**src/rtl/stereo_pkg.sv**
```systemverilog
// Shared definitions for the stereo capture controller.
// Contents: FSM state encodings, eye select constants, frame size and counter-width helpers.
package stereo_pkg;

  // Capture sequencer states.
  localparam logic [2:0] StIdle   = 3'd0;
  localparam logic [2:0] StEnL    = 3'd1;
  localparam logic [2:0] StDrainL = 3'd2;
  localparam logic [2:0] StGap    = 3'd3;
  localparam logic [2:0] StEnR    = 3'd4;
  localparam logic [2:0] StDrainR = 3'd5;
  localparam logic [2:0] StFin    = 3'd6;

  // Value carried on out_eye.
  localparam logic EyeL = 1'b0;
  localparam logic EyeR = 1'b1;

  // Number of bytes in one eye frame.
  function automatic int unsigned frame_bytes(int unsigned n, int unsigned m, int unsigned bpp);
    return n * m * bpp;
  endfunction

  // Width of a counter that holds 0..n-1 (at least one bit).
  function automatic int unsigned idx_w(int unsigned n);
    return (n > 1) ? $clog2(n) : 1;
  endfunction

endpackage

```
**src/rtl/pixel_pos_counter.sv**
```systemverilog
// Tracks the position of the current byte inside an eye frame.
// Ports:
//   clk, rst_n        clock, synchronous active-low reset
//   inc               advance by one accepted byte
//   clr               return to byte 0 of pixel 0 of row 0 (wins over inc)
//   byte_idx/col/row  position of the next byte to be accepted
//   eol               next byte is the last of its row
//   eof               next byte is the last of the frame
module pixel_pos_counter
  import stereo_pkg::*;
#(
  parameter int unsigned N   = 450,
  parameter int unsigned M   = 450,
  parameter int unsigned BPP = 3,
  localparam int unsigned BW = idx_w(BPP),
  localparam int unsigned CW = idx_w(N),
  localparam int unsigned RW = idx_w(M)
) (
  input  logic          clk,
  input  logic          rst_n,
  input  logic          inc,
  input  logic          clr,
  output logic [BW-1:0] byte_idx,
  output logic [CW-1:0] col,
  output logic [RW-1:0] row,
  output logic          eol,
  output logic          eof
);

  localparam logic [BW-1:0] ByteLast = BW'(BPP - 1);
  localparam logic [CW-1:0] ColLast  = CW'(N - 1);
  localparam logic [RW-1:0] RowLast  = RW'(M - 1);

  logic [BW-1:0] byte_q, byte_d;
  logic [CW-1:0] col_q, col_d;
  logic [RW-1:0] row_q, row_d;
  logic          last_byte, last_col, last_row;

  always_comb begin
    last_byte = (byte_q == ByteLast);
    last_col  = (col_q == ColLast);
    last_row  = (row_q == RowLast);
    byte_d    = byte_q;
    col_d     = col_q;
    row_d     = row_q;
    if (clr) begin
      byte_d = '0;
      col_d  = '0;
      row_d  = '0;
    end else if (inc) begin
      if (!last_byte) begin
        byte_d = byte_q + 1'b1;
      end else begin
        byte_d = '0;
        if (!last_col) begin
          col_d = col_q + 1'b1;
        end else begin
          col_d = '0;
          row_d = last_row ? '0 : row_q + 1'b1;
        end
      end
    end
  end

  always_ff @(posedge clk) begin
    if (!rst_n) begin
      byte_q <= '0;
      col_q  <= '0;
      row_q  <= '0;
    end else begin
      byte_q <= byte_d;
      col_q  <= col_d;
      row_q  <= row_d;
    end
  end

  assign byte_idx = byte_q;
  assign col      = col_q;
  assign row      = row_q;
  assign eol      = last_byte && last_col;
  assign eof      = last_byte && last_col && last_row;

endmodule

```
**src/rtl/stereo_capture_ctrl.sv**
```systemverilog
// Stereo capture sequencer: enables the left source for one frame, waits for its bytes, idles
// GAP_CYC cycles, then repeats for the right source. Both byte streams are muxed onto one
// registered, eye-tagged output with start-of-frame, end-of-line and end-of-frame markers.
// Ports:
//   clk, rst_n            clock, synchronous active-low reset
//   start, abort          capture start pulse (idle only), capture abort level
//   cam_en_l/r            source enables (never both high)
//   valid_l/r, data_l/r   source byte streams
//   out_valid/data/eye    tagged output byte, one cycle after the source byte
//   out_sof/eol/eof       frame/row markers qualified by out_valid
//   busy, done, err       not idle, end-of-capture pulse, sticky protocol error
module stereo_capture_ctrl
  import stereo_pkg::*;
#(
  parameter int unsigned N       = 450,
  parameter int unsigned M       = 450,
  parameter int unsigned BPP     = 3,
  parameter int unsigned GAP_CYC = 2
) (
  input  logic       clk,
  input  logic       rst_n,
  input  logic       start,
  input  logic       abort,
  output logic       cam_en_l,
  output logic       cam_en_r,
  input  logic       valid_l,
  input  logic [7:0] data_l,
  input  logic       valid_r,
  input  logic [7:0] data_r,
  output logic       out_valid,
  output logic [7:0] out_data,
  output logic       out_eye,
  output logic       out_sof,
  output logic       out_eol,
  output logic       out_eof,
  output logic       busy,
  output logic       done,
  output logic       err
);

  localparam int unsigned FrameBytes = frame_bytes(N, M, BPP);
  localparam int unsigned CntW       = $clog2(FrameBytes + 1);
  localparam int unsigned GapW       = idx_w(GAP_CYC);

  localparam logic [CntW-1:0] ReqLast = CntW'(FrameBytes - 1);
  localparam logic [CntW-1:0] RxFull  = CntW'(FrameBytes);
  localparam logic [GapW-1:0] GapLast = GapW'(GAP_CYC - 1);

  logic [2:0]      state_q, state_d;
  logic [CntW-1:0] req_cnt_q, req_cnt_d;
  logic [CntW-1:0] rx_cnt_q, rx_cnt_d;
  logic [GapW-1:0] gap_q, gap_d;
  logic            err_q, err_d;

  logic       out_valid_q, out_eye_q, out_sof_q, out_eol_q, out_eof_q;
  logic [7:0] out_data_q;

  logic eye_sel, eye_active, sel_valid, other_valid;
  logic start_acc, eye_done, accept, err_set, pos_clr;
  logic pos_eol, pos_eof;

  logic [idx_w(BPP)-1:0] pos_byte;
  logic [idx_w(N)-1:0]   pos_col;
  logic [idx_w(M)-1:0]   pos_row;
  logic                  unused_pos;

  // Receive-side decode.
  always_comb begin
    eye_sel     = (state_q == StEnR) || (state_q == StDrainR);
    eye_active  = eye_sel || (state_q == StEnL) || (state_q == StDrainL);
    // Outside an eye window (GAP/FIN) both inputs count as unselected: sel_valid is then
    // valid_l and is flagged through the !eye_active term below.
    sel_valid   = eye_sel ? valid_r : valid_l;
    other_valid = eye_sel ? valid_l : valid_r;
    start_acc   = (state_q == StIdle) && start && !abort;
    eye_done    = ((state_q == StDrainL) || (state_q == StDrainR)) && (rx_cnt_q == RxFull);
    accept      = !abort && eye_active && sel_valid && (rx_cnt_q != RxFull);
    // Idle traffic (e.g. the byte still in flight after abort or reset) is not an error.
    err_set     = !abort && (state_q != StIdle) &&
                  (other_valid || (sel_valid && (!eye_active || (rx_cnt_q == RxFull))));
    pos_clr     = start_acc || eye_done || abort;
  end

  // Sequencer.
  always_comb begin
    state_d   = state_q;
    req_cnt_d = '0;
    gap_d     = '0;
    if (abort) begin
      state_d = StIdle;
    end else begin
      case (state_q)
        StIdle: begin
          if (start) state_d = StEnL;
        end
        StEnL, StEnR: begin
          if (req_cnt_q == ReqLast) begin
            state_d = (state_q == StEnL) ? StDrainL : StDrainR;
          end else begin
            req_cnt_d = req_cnt_q + 1'b1;
          end
        end
        StDrainL: begin
          if (eye_done) state_d = StGap;
        end
        StGap: begin
          if (gap_q == GapLast) state_d = StEnR;
          else gap_d = gap_q + 1'b1;
        end
        StDrainR: begin
          if (eye_done) state_d = StFin;
        end
        StFin: begin
          state_d = StIdle;
        end
        default: begin
          state_d = StIdle;
        end
      endcase
    end
  end

  always_comb begin
    if (pos_clr) rx_cnt_d = '0;
    else if (accept) rx_cnt_d = rx_cnt_q + 1'b1;
    else rx_cnt_d = rx_cnt_q;

    if (start_acc) err_d = 1'b0;
    else if (err_set) err_d = 1'b1;
    else err_d = err_q;
  end

  always_ff @(posedge clk) begin
    if (!rst_n) begin
      state_q     <= StIdle;
      req_cnt_q   <= '0;
      rx_cnt_q    <= '0;
      gap_q       <= '0;
      err_q       <= 1'b0;
      out_valid_q <= 1'b0;
      out_data_q  <= 8'h00;
      out_eye_q   <= EyeL;
      out_sof_q   <= 1'b0;
      out_eol_q   <= 1'b0;
      out_eof_q   <= 1'b0;
    end else begin
      state_q     <= state_d;
      req_cnt_q   <= req_cnt_d;
      rx_cnt_q    <= rx_cnt_d;
      gap_q       <= gap_d;
      err_q       <= err_d;
      out_valid_q <= accept;
      out_sof_q   <= accept && (rx_cnt_q == '0);
      out_eol_q   <= accept && pos_eol;
      out_eof_q   <= accept && pos_eof;
      if (accept) begin
        out_data_q <= eye_sel ? data_r : data_l;
        out_eye_q  <= eye_sel ? EyeR : EyeL;
      end
    end
  end

  pixel_pos_counter #(
    .N  (N),
    .M  (M),
    .BPP(BPP)
  ) u_pos (
    .clk     (clk),
    .rst_n   (rst_n),
    .inc     (accept),
    .clr     (pos_clr),
    .byte_idx(pos_byte),
    .col     (pos_col),
    .row     (pos_row),
    .eol     (pos_eol),
    .eof     (pos_eof)
  );

  // Raw position is only needed through eol/eof here.
  assign unused_pos = ^{pos_byte, pos_col, pos_row};

  assign cam_en_l  = (state_q == StEnL);
  assign cam_en_r  = (state_q == StEnR);
  assign busy      = (state_q != StIdle);
  assign done      = (state_q == StFin);
  assign err       = err_q;
  assign out_valid = out_valid_q;
  assign out_data  = out_data_q;
  assign out_eye   = out_eye_q;
  assign out_sof   = out_sof_q;
  assign out_eol   = out_eol_q;
  assign out_eof   = out_eof_q;

endmodule
```
**config.mk**
```make
export PLATFORM = sky130hd
export DESIGN_NAME = stereo_capture_ctrl
export DESIGN_NICKNAME = d
export VERILOG_FILES = /design/src/rtl/stereo_pkg.sv /design/src/rtl/pixel_pos_counter.sv /design/src/rtl/stereo_capture_ctrl.sv
export SDC_FILE = /design/constraint.sdc
export NUM_CORES = 1
export LEC_CHECK = 0
export CAP_MARGIN = 20
export CORE_MARGIN = 2
export CORE_UTILIZATION = 55
export DETAILED_ROUTE_END_ITERATION = 10
export GPL_TIMING_DRIVEN = 0
export PLACE_DENSITY = 0.77
export RECOVER_POWER = 25
export SYNTH_ARGS = -nofsm -noshare
export SYNTH_HDL_FRONTEND = slang
export SYNTH_SLANG_ARGS = --single-unit
```
**constraint.sdc**
```tcl
create_clock -name clk -period 3.2 [get_ports clk]
set_clock_uncertainty 0.05 [all_clocks]
set_input_delay 0.32 -clock clk [delete_from_list [all_inputs] [get_ports clk]]
set_output_delay 0.32 -clock clk [all_outputs]
set_load 0.01 [all_outputs]
```
# Word-level counts from Yosys, hierarchy flattened
# Index checks and enable logic that the tools add are counted.
# Widths: inputs -> output; s select.
# classes
n_eq_ne	17
n_addsub	6
bitwise_logic	3
n_reduce_logical	36
mux	14
# op_table
cell	n
$add 20x1->20 const B	2
$eq 20x20->1 const B	2
$logic_not 20->1	1
$ne 20x20->1 const B	1
$add 9x1->9 const B	2
$eq 9x9->1 const B	2
$mux 3	6
$mux 9	2
$pmux 3 s5	1
$logic_and 1x1->1	14
$ne 2x2->1 const B	5
$eq 3x3->1 const B	3
$logic_or 1x1->1	8
$mux 8	1
$reduce_or 2->1	4
$reduce_or 4->1	2
$eq 3x2->1 const B	2
$reduce_and 5->1	1
$eq 3x1->1 const B	1
$logic_not 3->1	1
$mux 1	3
$not 1->1	3
$reduce_and 3->1	1
$reduce_bool 3->1	1
other kinds (6)	7
# word_totals
inputBits	22
elab_cells	90
reg_bits	78

# Depth between registers and ports, before layout
# Gate-level depths: netlist of run 1.
# logic_depth
depth_word	9
depth_mapped	9
depth_no_buf	7

# Cells and area by module
# A second synthesis of run 1 with hierarchy kept.
# unflattened
cells_unflattened	461
area_unflattened_um2	4027.6
# modules_own_cells
module	seq_area_each_um2	area_per_inst_um2	cells_per_inst	n_inst
stereo_capture_ctrl	1161.1	3006.6	339	1
pixel_pos_counter	400.4	1021.0	122	1

# Worst setup path after synthesis of run 1
# OpenSTA, ideal clock, no wires.
# synth_path
path_type	reg-to-reg
start	reg rx_cnt_q[0]
end	reg u_pos.row_q[0] (netlist: u_pos.row[0])
required_time_ns	3.059
path_slack_ns	1.015
arrival_time_ns	2.044
stages_incl_launch_ff	9
cell_sequence	dfxtp_1 -> inv_1 -> ha_1 -> nor4b_1 -> and3_1 -> clkbuf_1 -> a2111oi_0 -> nor2_1 -> a311oi_1
# synth_between
elab_chain_cells	5
word_cells_on_any_way	8
classes_between	eq/ne (2); reduce/logical (6)
# synth_lines
item	line	source
start: declaration	stereo_capture_ctrl.sv:51	logic [CntW-1:0] rx_cnt_q, rx_cnt_d;
start signal: assignment	stereo_capture_ctrl.sv:149	rx_cnt_q <= rx_cnt_d;
$eq 20x20->1	stereo_capture_ctrl.sv:76	eye_done = ((state_q == StDrainL) || (state_q == StDrainR)) && (rx_cnt_q == RxFull);
$logic_and 1x1->1	stereo_capture_ctrl.sv:76	
$logic_or 1x1->1 (2 in series)	stereo_capture_ctrl.sv:81	pos_clr = start_acc || eye_done || abort;
$reduce_or 2->1 (no line)	n/a	
end signal: assignment	pixel_pos_counter.sv:73	row_q <= row_d;
end: declaration	pixel_pos_counter.sv:36	logic [RW-1:0] row_q, row_d;
# Several ways; a longest one is shown, not always the timed one.
# A chain may end at the register's enable or synchronous reset.

# Worst setup path in the final report of run 1
# layout_path
start	reg rx_cnt_q[0]
end	reg u_pos.row_q[7] (netlist: u_pos.row[7])
# The elaborated chain is that of the path after synthesis.

==> flow_metrics.py, run 1 <==
metrics = {
    "cts": {
        "clk_pin_slew_ns": 0.08,
        "clock_path_buffers": 2,
        "cts_root_buf": "clkbuf_8",
        "cts_buffers": 9,
        "clk_latency_ns": 0.36,
        "ctsResizeCount": 0,
        "clock-sinks": 78,
        "post_cts_buffers": 0,
        "postCtsHoldBufs": 0,
        "cts_max_level": 3,
        "cts_tree": "done",
    },
    "timing": {
        "drv_slew": 0,
        "fin_crit_sh": 0.847,
        "min_period_ns": 2.71,
        "hold_violations": 0,
        "worst_pin_slew_ns": 1.05,
        "finalSetupTns_ns": 0,
        "rsz0062_at_grt": "no",
        "relSlewSlack": 0.282,
        "setup_viol": 0,
        "fmax_mhz": 369,
    },
    "floorplanning": {
        "die_h_um": 89.0,
        "die_area_sq_um": 7930,
        "ios": 40,
        "rows": 30,
        "start_util": 0.576,
        "core_area_sq_um": 6910,
        "dieWidth_um": 89.0,
    },
    "synth": {
        "ys_top_cells_by_area": "dfxtp_1 (39%), nor2_1 (4.4%), a21oi_1 (4.4%)",
        "avgSynthCellArea_sq_um": 8.37,
        "ys_ff_latch": 78,
        "yosysMostFrequentCell": "dfxtp_1",
        "syn_area_sq_um": 3980,
        "synth_nets": 504,
        "synthArstFlopShare": 0,
        "syn_inst": 475,
        "synth.distinct_cells": 57,
        "synth_top_area_frac": 0.393,
        "synth_top_flop_cell": "dfxtp_1",
        "synth_top_area_cell": "dfxtp_1",
        "yosys-top-cells-count": "dfxtp_1 (78), nor2_1 (47), nand2_1 (43)",
        "yosysWarnings": 0,
        "ys_seq_area_frac": 0.393,
        "synth_edf_count": 0,
    },
    "power_and_ir_drop": {
        "powerDensity_nw_per_um2": 383,
        "cellLeakagePower_nw": 1.64,
        "peakVddDrop_v": 0.000319,
    },
    "finish": {
        "syn_to_final_growth_pct": 17.6,
        "num_antenna_cells": 0,
        "drive_gt1_frac": 0.0528,
        "nNetsFinal": 554,
        "fin_area_sq_um": 4670,
        "fillCellCount": 589,
    },
    "min_path": {
        "min_from": "req_cnt_q[0]",
        "hp-class": "reg -> reg",
    },
    "routing": {
        "dr_total_vias": 3739,
        "ant_nets": 0,
        "drtIter0Drc": 232,
        "finalWirelength_um": 9310,
        "viasPerCell": 5.97,
        "wl_per_cell_um": 14.9,
        "dr.pass1.iters": 4,
        "drcViolationCount": 0,
    },
    "global_routing": {
        "grt.total_usage": 0.253,
        "gr-usage-met1": 0.336,
        "use_met3": 0.0369,
        "overflow": 0,
        "top_usage_layer": "met2",
        "grt_max_degree": 14,
        "grt.met2_usage": 0.413,
        "antenna_found_initial": 0,
        "grt_pass1_wl_um": 15700,
        "grt_pass1_vias": 3428,
    },
    "setup_path": {
        "cp-start-kind": "flop",
        "cp.arrival_ns": 2.87,
        "critPathCaptureType": "flop",
        "startpoint": "rx_cnt_q[0]",
        "crit_type": "reg -> reg",
        "crit_fanout": 10,
        "worstReg2RegStart": "rx_cnt_q[0]",
        "crit_required_ns": 3.35,
    },
    "placed_design": {
        "postPlaceCellArea_sq_um": 4490,
        "portBuffers": 39,
        "dp.final_hpwl_um": 6590,
        "gp_congestion": 0.870,
    },
    "status": {
        "outcome": "completed",
    },
    "job": {
        "drv_cap": 0,
    },
}
flip-flops by register name, summed over array words and instances (netlist names):
signal and cells:
out_data 8, req_cnt_q 20, out_eof 1, out_sof 1
gap_q 1, out_eye 1, u_pos.col 9, out_valid 1
err 1, state_q 3, u_pos.byte_idx 2, out_eol 1
rx_cnt_q 20, u_pos.row 9
final timing paths:
check	end	slack, ns	cells after the start
min	req_cnt_q[0]	0.39	1
max reg2reg	u_pos.row[7]	0.49	9
max	u_pos.row[7]	0.49	9
min reg2reg	req_cnt_q[0]	0.39	1
routing by layer:
layer  part of all wire  wire [um]  vias up
li1                   -          -     1859
met1               0.45       4210     1758
met2               0.48       4510      108
met3              0.046        428       14
met4              0.017        161        0
met5                  0          0        -
placed cells by master (no fill, tap or decap), types with 5 or more instances in the layout:
master           instances
dfxtp_1                 78
nor2_1                  47
nand2_1                 43
a21oi_1                 35
clkdlybuf4s50_1         25
o21ai_0                 21
clkbuf_1                17
nand3_1                 16
or4_1                   16
inv_1                   14
dlygate4sd3_1           14
or3_1                   13
nand4_1                 13
xnor2_1                 13
xor2_1                  11
and3_1                  10
clkbuf_8                10
nor3_1                   9
mux2i_1                  8
o211a_1                  8
nand3b_1                 7
o31ai_1                  7
ha_1                     7
nor4_1                   6
and4_1                   6
and2_1                   5
a211oi_1                 5
clkinv_2                 5
stage by stage:
| step | total power, mW | setup slack, ns | cells | util | hold slack, ns |
|---|---|---|---|---|---|
| final | 1.79 | 0.489 | 626 | 0.677 | 0.389 |
| after global routing | 1.85 | 0.162 | 626 | 0.677 | 0.415 |
| after CTS | 1.81 | 0.491 | 626 | 0.677 | 0.392 |
| after detailed placement | 1.09 | 0.421 | 610 | 0.650 | 0.381 |
| after global placement | 1.09 | 0.498 | 610 | 0.650 | 0.372 |
| after floorplan | 1.04 | 1.01 | 475 | - | 0.363 |
worst max-delay path, cell delays in order (launching register included):
cell,delay [ns]
dfxtp_1,0.33
inv_1,0.09
ha_1,0.17
nor4b_1,0.33
and3_1,0.21
clkbuf_1,0.36
a31oi_1,0.15
o21ai_1,0.31
clkbuf_1,0.46
a221oi_1,0.09
where the power goes:
group	switching, mW	internal [mW]	total, mW
logic	0.0427	0.0442	0.0869
clock network	0.369	0.356	0.725
registers	0.00292	0.974	0.977
cells by family after synthesis:
group / Yosys count / share of synthesized area
mux: 8 / 0.0201
buf+inv: 38 / 0.0425
simple gates: 212 / 0.292
compound gates: 108 / 0.178
fa+ha+maj: 7 / 0.0220
xor+xnor: 24 / 0.0529
flops: 78 / 0.393
cell type report:
class,instances,area [sq um],share of cell area
Clock buffer,9,124,0.0265
Timing Repair Buffer,39,390,0.0835
Tap cell,96,120,0.0257
Sequential cell,78,1560,0.334
Clock inverter,7,63.8,0.0137
Multi-Input combinational cell,359,2250,0.480
Inverter,14,52.6,0.0112
Buffer,24,116,0.0249
Power figures use the tool's default switching activity.
==> run 2, diff against run 1 <==
Settings changed: CORE_UTILIZATION 55 to 51, PLACE_DENSITY 0.77 to 0.76.
Clock period 3.2 ns to 2.21 ns, I/O delays scaled along.
==> flow_metrics.py, run 2 (synthesis results as in run 1) <==
metrics = {
    "finish": {
        "top_regs": "req_cnt_q (20), rx_cnt_q (20)",
        "num_antenna_cells": 0,
        "post-route-util": 0.667,
        "layout_common_cells": "dfxtp_1 (66), nor2_1 (46), nand2_1 (43)",
        "syn_to_final_growth_pct": 28.2,
        "layout_commonest_cell": "dfxtp_1",
        "nNetsFinal": 564,
        "drive_gt1_frac": 0.161,
        "fin_area_sq_um": 5100,
    },
    "floorplanning": {
        "start_util": 0.520,
        "dieWidth_um": 92.3,
        "die_area_sq_um": 8520,
        "die_h_um": 92.3,
        "ios": 40,
        "core_area_sq_um": 7650,
        "rows": 32,
    },
    "setup_path": {
        "crit_required_ns": 2.45,
        "cp_common_cell": "buf_6",
        "cp-start-kind": "flop",
        "crit_fanout": 10,
        "cp.arrival_ns": 2.44,
        "path_delay_family": "simple AND/OR/NAND/NOR gates",
        "crit_chain": "buf_6 -> nand4_4 -> or2_1 -> buf_6 -> or3_4 -> buf_6 -> or4_4 -> a21oi_2",
        "timing.critical_path.depth": 8,
        "worstReg2RegStart": "rx_cnt_q[2]",
        "reg2reg_depth": 8,
        "worst-path-buf-inv": 3,
        "cpPeakStageDelay_ns": 0.51,
        "crit_slowest_cell": "or4_4",
        "critPathCaptureType": "flop",
        "startpoint": "rx_cnt_q[2]",
        "crit_type": "reg -> reg",
    },
    "cts": {
        "clock_path_buffers": 2,
        "cts_max_level": 3,
        "clock-sinks": 78,
        "cts_buffers": 9,
        "cts_root_buf": "clkbuf_8",
        "postCtsHoldBufs": 0,
        "clk_latency_ns": 0.35,
        "cts_tree": "done",
        "clk_pin_slew_ns": 0.08,
    },
    "routing": {
        "finalWirelength_um": 10000,
        "drcViolationCount": 0,
        "wl_per_cell_um": 15.6,
        "viasPerCell": 5.97,
        "ant_nets": 0,
        "dr_total_vias": 3832,
        "drtIter0Drc": 206,
        "dr.pass1.iters": 5,
    },
    "global_routing": {
        "grt.total_usage": 0.234,
        "antenna_found_initial": 0,
        "grt_pass1_wl_um": 16200,
        "grt_pass1_vias": 3616,
        "overflow": 0,
        "grt_max_degree": 14,
    },
    "timing": {
        "setup_ws_ns": 0.00961,
        "min_period_ns": 2.20,
        "rsz0062_at_grt": "yes",
        "relSlewSlack": 0.642,
        "finalSetupTns_ns": 0,
        "fmax_mhz": 454,
        "worst_pin_slew_ns": 0.536,
        "fin_crit_sh": 0.996,
        "hold_violations": 0,
        "hold_slack_ns": 0.401,
        "drv_slew": 0,
        "setup_viol": 0,
    },
    "status": {
        "outcome": "completed",
    },
    "placed_design": {
        "portBuffers": 39,
        "postPlaceCellArea_sq_um": 4500,
        "gp_congestion": 0.830,
        "dpl_worst_slack_ns": -0.464,
        "dp.final_hpwl_um": 6690,
    },
    "power_and_ir_drop": {
        "cellLeakagePower_nw": 1.85,
        "peakVddDrop_v": 0.000432,
        "powerDensity_nw_per_um2": 583,
    },
    "min_path": {
        "whs_path_depth": 1,
        "min_from": "gap_q",
        "hp-class": "reg -> reg",
    },
    "job": {
        "drv_cap": 0,
    },
}
## run 2: layout make-up
cell class	count	area [sq um]
flip-flops and latches	78	1590
plain buffers	21	144
clock inverters	6	133
clock buffers	10	138
fillers	608	2550
well taps	102	128
repair buffers	52	484
inverters	14	52.6
multi-input cells	359	2430
## run 2: worst register-to-register path, delay by kind of cell (launching register included)
kind	cells	cell delay, ns
flip-flops	1	0.33
AND/OR/NAND/NOR	4	1.21
AO/OA/AOI/OAI	1	0.15
buffers and inverters	3	0.40
## run 2: final timing paths
path / slack [ns] / end
setup / recovery: 0.01 / rx_cnt_q[18]
setup reg to reg: 0.01 / rx_cnt_q[18]
hold reg to reg: 0.40 / gap_q
hold / removal: 0.40 / gap_q
## run 2: timing repair
action                                 in CTS  in global routing
setup buffers                               3                  8
endpoints found under the hold margin       0                  0
pin swaps                                   3                  7
cloned                                      0                  1
gates resized for setup                    26                 50
setup endpoints to repair                  53                 62
## run 2: layer usage
layer / routed length [um] / share of wire / up-vias / global-route usage
li1: - / - / 1875 / -
met1: 4440 / 0.44 / 1802 / 0.297
met2: 4740 / 0.47 / 136 / 0.375
met3: 669 / 0.067 / 19 / 0.0675
met4: 174 / 0.017 / 0 / 0.0896
met5: 0 / 0 / - / 0
## run 2: per-stage QoR
stage / std cells / total power, mW
finish: 642 / 2.97
global route: 642 / 3.06
detailed placement: 617 / 1.58
global placement: 616 / 1.57
floorplan: 475 / 1.50
CTS: 634 / 2.99
## run 2: power by group
group / switching, mW / internal, mW
clock: 0.533 / 0.893
sequential: 0.00428 / 1.41
combinational: 0.0654 / 0.0700
==> RTL edit 1, RTL diff (config.mk and constraints of run 1) <==
`byte_q` no longer has a reset.
--- a/src/rtl/pixel_pos_counter.sv
+++ b/src/rtl/pixel_pos_counter.sv
@@ -64,14 +64,16 @@
 
   always_ff @(posedge clk) begin
     if (!rst_n) begin
-      byte_q <= '0;
       col_q  <= '0;
       row_q  <= '0;
     end else begin
-      byte_q <= byte_d;
       col_q  <= col_d;
       row_q  <= row_d;
     end
+  end
+
+  always_ff @(posedge clk) begin
+    byte_q <= byte_d;
   end
 
   assign byte_idx = byte_q;
Behaviour: same outputs for any inputs over 10 cycles, from zero or initial values and one cycle with rst_n low; that may be too few to reach the edited logic, so the function may still have changed.
==> RTL edit 1 against run 1 <==
- area after synthesis up 2.1%
- total power up 7.5%
- design area up 2.6%
- sequential power about the same
- critical path type is now reg -> out
- setup slack worse by 0.30 ns
- register-to-register slack worse by 0.06 ns
- largest power group unchanged
- sequential cell count unchanged
- non-clock buffer count up 1
- wire length up 1.8%
- global-route usage down 1.0 points
==> RTL edit 1: results (changes against run 1) <==
Status: completed
Reg2reg end: u_pos.row[3]
IO buf count: 39 (unchanged)
GRT Util Overall: 0.243 (-0.0102)
Number of distinct library cells after synthesis: 62 (+8.8%)
Final HPWL DP: 6740 µm (+2.2%)
Commonest cells in the synthesized netlist: dfxtp_1, nor2_1, nand2_1, a21oi_1, xnor2_1
Vias in the first global route: 3,476 (+1.4%)
Pwr dens: 401 mW/mm² (+4.7%)
H-tree levels: 3 (unchanged)
Fillers: 620 (+5.3%)
Post-Place Worst Slack: 0.549 ns (+0.127 ns)
Final nets: 549 (-0.90%)
Drt initial violations: 204 (-12%)
Vias per inst: 5.97 (about the same)
VDD IR max: 0.000258 V (-19%)
Final hold slack: 0.397 ns (+0.00755 ns)
Inserted Diodes: 0 (unchanged)
Gpl congestion: 0.914 (+5.1%)
Hold Path End: gap_q
Routing usage on met1: 0.337 (+0.00143)
Sequential fraction of the synthesis area: 0.385 (-0.00811)
Met1 Wirelength: 4460 µm (+5.9%)
Met3 wire length: 634 µm (+48%)
Clk Latency, worst-skew pair: 0.35 ns
Placed cells: 608 (-0.33%)
Met3 Resource Use GR: 0.0545 (+0.0176)
Setup crit start: state_q[2]
CTS root buf: clkbuf_8
Max-slew headroom: 0.529 (+0.246)
Dpl cell area: 0.00457 mm² (+2.0%)
Critical path endpoint: cam_en_r
Top area cells in the synthesized netlist: dfxtp_1, nor2_1, xnor2_1
1st-pass router iterations: 6 (+2)
CTS clock-pin slew for the worst setup and hold paths: 0.07 ns
Leak pwr: 0.00155 µW (-5.5%)
Met2 WL post-DR: 4270 µm (-5.3%)
Max Clk Rate: 332 MHz (-9.9%)
Met2 usage: 0.380 (-0.0331)
Syn_area_per_cell: 8.64 µm² (+3.2%)
WP data arrival: 2.64 ns (-0.23 ns)
Routed WL per cell: 15.2 µm (+2.1%)
Layout cell share with drive strength beyond 1: 0.0781 (+0.0253)
Via count: 3,726 (-0.35%)
Hold path start: gap_q
Worst reg-to-reg setup slack: 0.43 ns (-0.06 ns)
-- RTL edit 1: cell families after synthesis --
kind of cell	synth area share
simple gates	0.297
compound gates	0.161
flops	0.385
buf+inv	0.0465
xor+xnor	0.0669
mux	0.0222
fa+ha+maj	0.0216
-- RTL edit 1: worst max-delay path, cell delays in order, from the launching register on --
cell and delay, ns:
dfxtp_1 0.47, clkbuf_1 0.33, nor2b_1 0.24, clkbuf_1 0.50, nor2b_1 0.21, clkdlybuf4s50_1 0.55
-- RTL edit 1: area by class of cell --
class | count | area share
Buffer | 25 | 0.0284
Clock buffer | 10 | 0.0287
Clock inverter | 6 | 0.0177
Inverter | 14 | 0.0110
Multi-Input combinational cell | 353 | 0.481
Sequential cell | 78 | 0.326
Tap cell | 99 | 0.0258
Timing Repair Buffer | 39 | 0.0814
-- RTL edit 1: where the power goes --
part	total (µW)	switching [µW]	leakage, µW	internal (µW)
clock network	821	364	0.000108	458
logic	123	64.9	0.000814	57.8
registers	979	3.29	0.000629	976
total	1920	432	0.00155	1490
==> RTL edit 2, RTL diff (flow settings as in run 1) <==
Without the edit above. `N` is set to 450 in 2 places; all go to 1800.
--- a/src/rtl/pixel_pos_counter.sv
+++ b/src/rtl/pixel_pos_counter.sv
@@ -9,7 +9,7 @@
 module pixel_pos_counter
   import stereo_pkg::*;
 #(
-  parameter int unsigned N   = 450,
+  parameter int unsigned N   = 1800,
   parameter int unsigned M   = 450,
   parameter int unsigned BPP = 3,
   localparam int unsigned BW = idx_w(BPP),
--- a/src/rtl/stereo_capture_ctrl.sv
+++ b/src/rtl/stereo_capture_ctrl.sv
@@ -12,7 +12,7 @@
 module stereo_capture_ctrl
   import stereo_pkg::*;
 #(
-  parameter int unsigned N       = 450,
+  parameter int unsigned N       = 1800,
   parameter int unsigned M       = 450,
   parameter int unsigned BPP     = 3,
   parameter int unsigned GAP_CYC = 2
Function: same outputs for any inputs over 10 cycles, from zero or initial values and one cycle with rst_n low; that may be too few to reach the edited logic, so the function may still have changed.
==> RTL edit 2 against run 1 <==
- wire length decreased by 2.0%
- die area increased by 3.5%
- design area increased by 4.0%
- count of clock-buffer cells in the layout unchanged
- total power increased by 12%
- area after synthesis increased by 3.7%
- setup slack got worse by 0.11 ns
- largest cell class unchanged
- sequential cell count increased by 6
==> RTL edit 2: results (changes against run 1) <==
Status: completed
Number of distinct library cells after synthesis: 50 (-12%)
Mapped Nets: 509 (+0.99%)
Fillers: 632 (+7.3%)
Largest net degree at the start of global routing: 17 (+3)
VDD IR max: 0.000221 V (-31%)
Vias in the first global route: 3,352 (-2.2%)
Final nets: 558 (+0.72%)
Post-Place Worst Slack: 0.232 ns (-0.189 ns)
Syn-to-layout area delta: 18.0%
Final HPWL DP: 6570 µm (-0.41%)
Vias per inst: 5.71 (-4.4%)
Synth Area in XOR/XNOR: 0.104 (+0.0513)
1st-pass router iterations: 4 (unchanged)
CTS clock-pin slew for the worst setup and hold paths: 0.09 ns
Crit path max fanout: 10 (unchanged)
Drt initial violations: 177 (-24%)
Mux contribution to synthesized area: 0.0294 (+0.00931)
Inserted Diodes: 0 (unchanged)
CTS root buf: clkbuf_8
H-tree levels: 3 (unchanged)
First-pass GRT wire length: 15,200 µm (-3.1%)
CTS max path bufs: 2 (unchanged)
Initial antenna violation count: 0 (unchanged)
Worst Hold Class: reg -> reg
Asr flop ratio synth: 0 (unchanged)
TritonCTS buffer count: 9 (unchanged)
Dpl cell area: 0.00463 mm² (+3.1%)
Clk Latency, worst-skew pair: 0.36 ns (about the same)
Post-Synth Adder-Cell Area: 0.0182 (-0.00381)
Commonest cells in the synthesized netlist: dfxtp_1, nor2_1, xnor2_1, nand2_1, nor3_1
GRT Util Overall: 0.223 (-0.0301)
WP data arrival: 2.99 ns (+0.12 ns)
Top area cells in the synthesized netlist: dfxtp_1, xnor2_1, nor2_1
Main flop type after synthesis: dfxtp_1
Compound-gate portion of the synthesized area: 0.105 (-0.0724)
Total wire length: 9130 µm (-2.0%)
Leak pwr: 0.00156 µW (-5.2%)
Count leader, synth: dfxtp_1
Worst-margin pin slew: 0.896 ns (-0.153 ns)
Sequential fraction of the synthesis area: 0.408 (+0.0153)
Synth Warn #: 0 (unchanged)
Layout cell share with drive strength beyond 1: 0.0561 (+0.00324)
IO buf count: 38 (-2.6%)
Gpl congestion: 0.865 (-0.47%)
-- RTL edit 2: cell count changes after synthesis, moves of 5 or more --
cell	before	now
nor4_1	6	13
or4_1	16	3
xnor2_1	13	37
or3_1	13	7
nor3_1	9	26
dfxtp_1	78	84
o21ai_0	21	10
nand2_1	43	36
o31ai_1	7	2
a21oi_1	35	12
nor2_1	47	66
and3_1	10	4
-- RTL edit 2: final cells by class --
type,instances,area share
Tap cell,99,0.0255
Clock buffer,9,0.0255
Multi-Input combinational cell,355,0.467
Timing Repair Buffer,38,0.0782
Inverter,16,0.0123
Sequential cell,84,0.346
Buffer,26,0.0237
Clock inverter,7,0.0224
-- RTL edit 2: kinds of logic (layout without fill, tap and decap cells) --
group,after synthesis,in the layout
flops,84,84
buf+inv,42,96
fa+ha+maj,6,6
mux,12,12
xor+xnor,49,49
simple gates,229,229
compound gates,59,59
-- RTL edit 2: critical path, stage by stage (launching register included) --
cell	delay, ns
dfxtp_1	0.37
inv_1	0.07
ha_1	0.13
nor4b_1	0.31
and4_1	0.27
buf_6	0.15
nand2_1	0.09
o311ai_2	0.63
clkbuf_1	0.48
nor3_1	0.12
-- RTL edit 2: path summary, 6_finish.rpt --
| check | end | slack [ns] | cells past startpoint | from |
|---|---|---|---|---|
| hold reg to reg | req_cnt_q[0] | 0.41 | 1 | req_cnt_q[0] |
| setup / recovery | u_pos.col[8] | 0.38 | 9 | rx_cnt_q[0] |
| setup reg to reg | u_pos.col[8] | 0.38 | 9 | rx_cnt_q[0] |
| hold / removal | req_cnt_q[0] | 0.41 | 1 | req_cnt_q[0] |
-- RTL edit 2: repair_timing --
action                     in CTS  in global routing
setup endpoints to repair       0                 20
gates resized for setup         0                  1
hold endpoints to repair        0                  0
buffers inserted                0                  0
hold buffers                    0                  0
-- RTL edit 2: through the flow --
| step | hold WS, ns | std cells |
|---|---|---|
| 6_report | 0.407 | 634 |
| 5_1_grt | 0.446 | 634 |
| 4_1_cts | 0.415 | 634 |
| 3_5_place_dp | 0.392 | 618 |
| 3_3_place_gp | 0.378 | 618 |
| 2_1_floorplan | 0.368 | 481 |
-- RTL edit 2: power breakdown --
| part | total, µW | internal (µW) | leakage, µW | switching, µW |
|---|---|---|---|---|
| registers | 1050 | 1050 | 0.000677 | 2.98 |
| clock network | 873 | 454 | 0.000117 | 419 |
| logic | 83.0 | 42.2 | 0.000761 | 40.8 |
| total | 2010 | 1540 | 0.00156 | 463 |
-- RTL edit 2: layer usage --
metal | GRT usage | part of all wire | vias to the layer above
met2 | 0.382 | 0.48 | 81
met4 | 0.0654 | 0.016 | 0
met1 | 0.276 | 0.46 | 1712
li1 | - | - | 1813
met3 | 0.0568 | 0.042 | 14
met5 | 0 | 0 | -
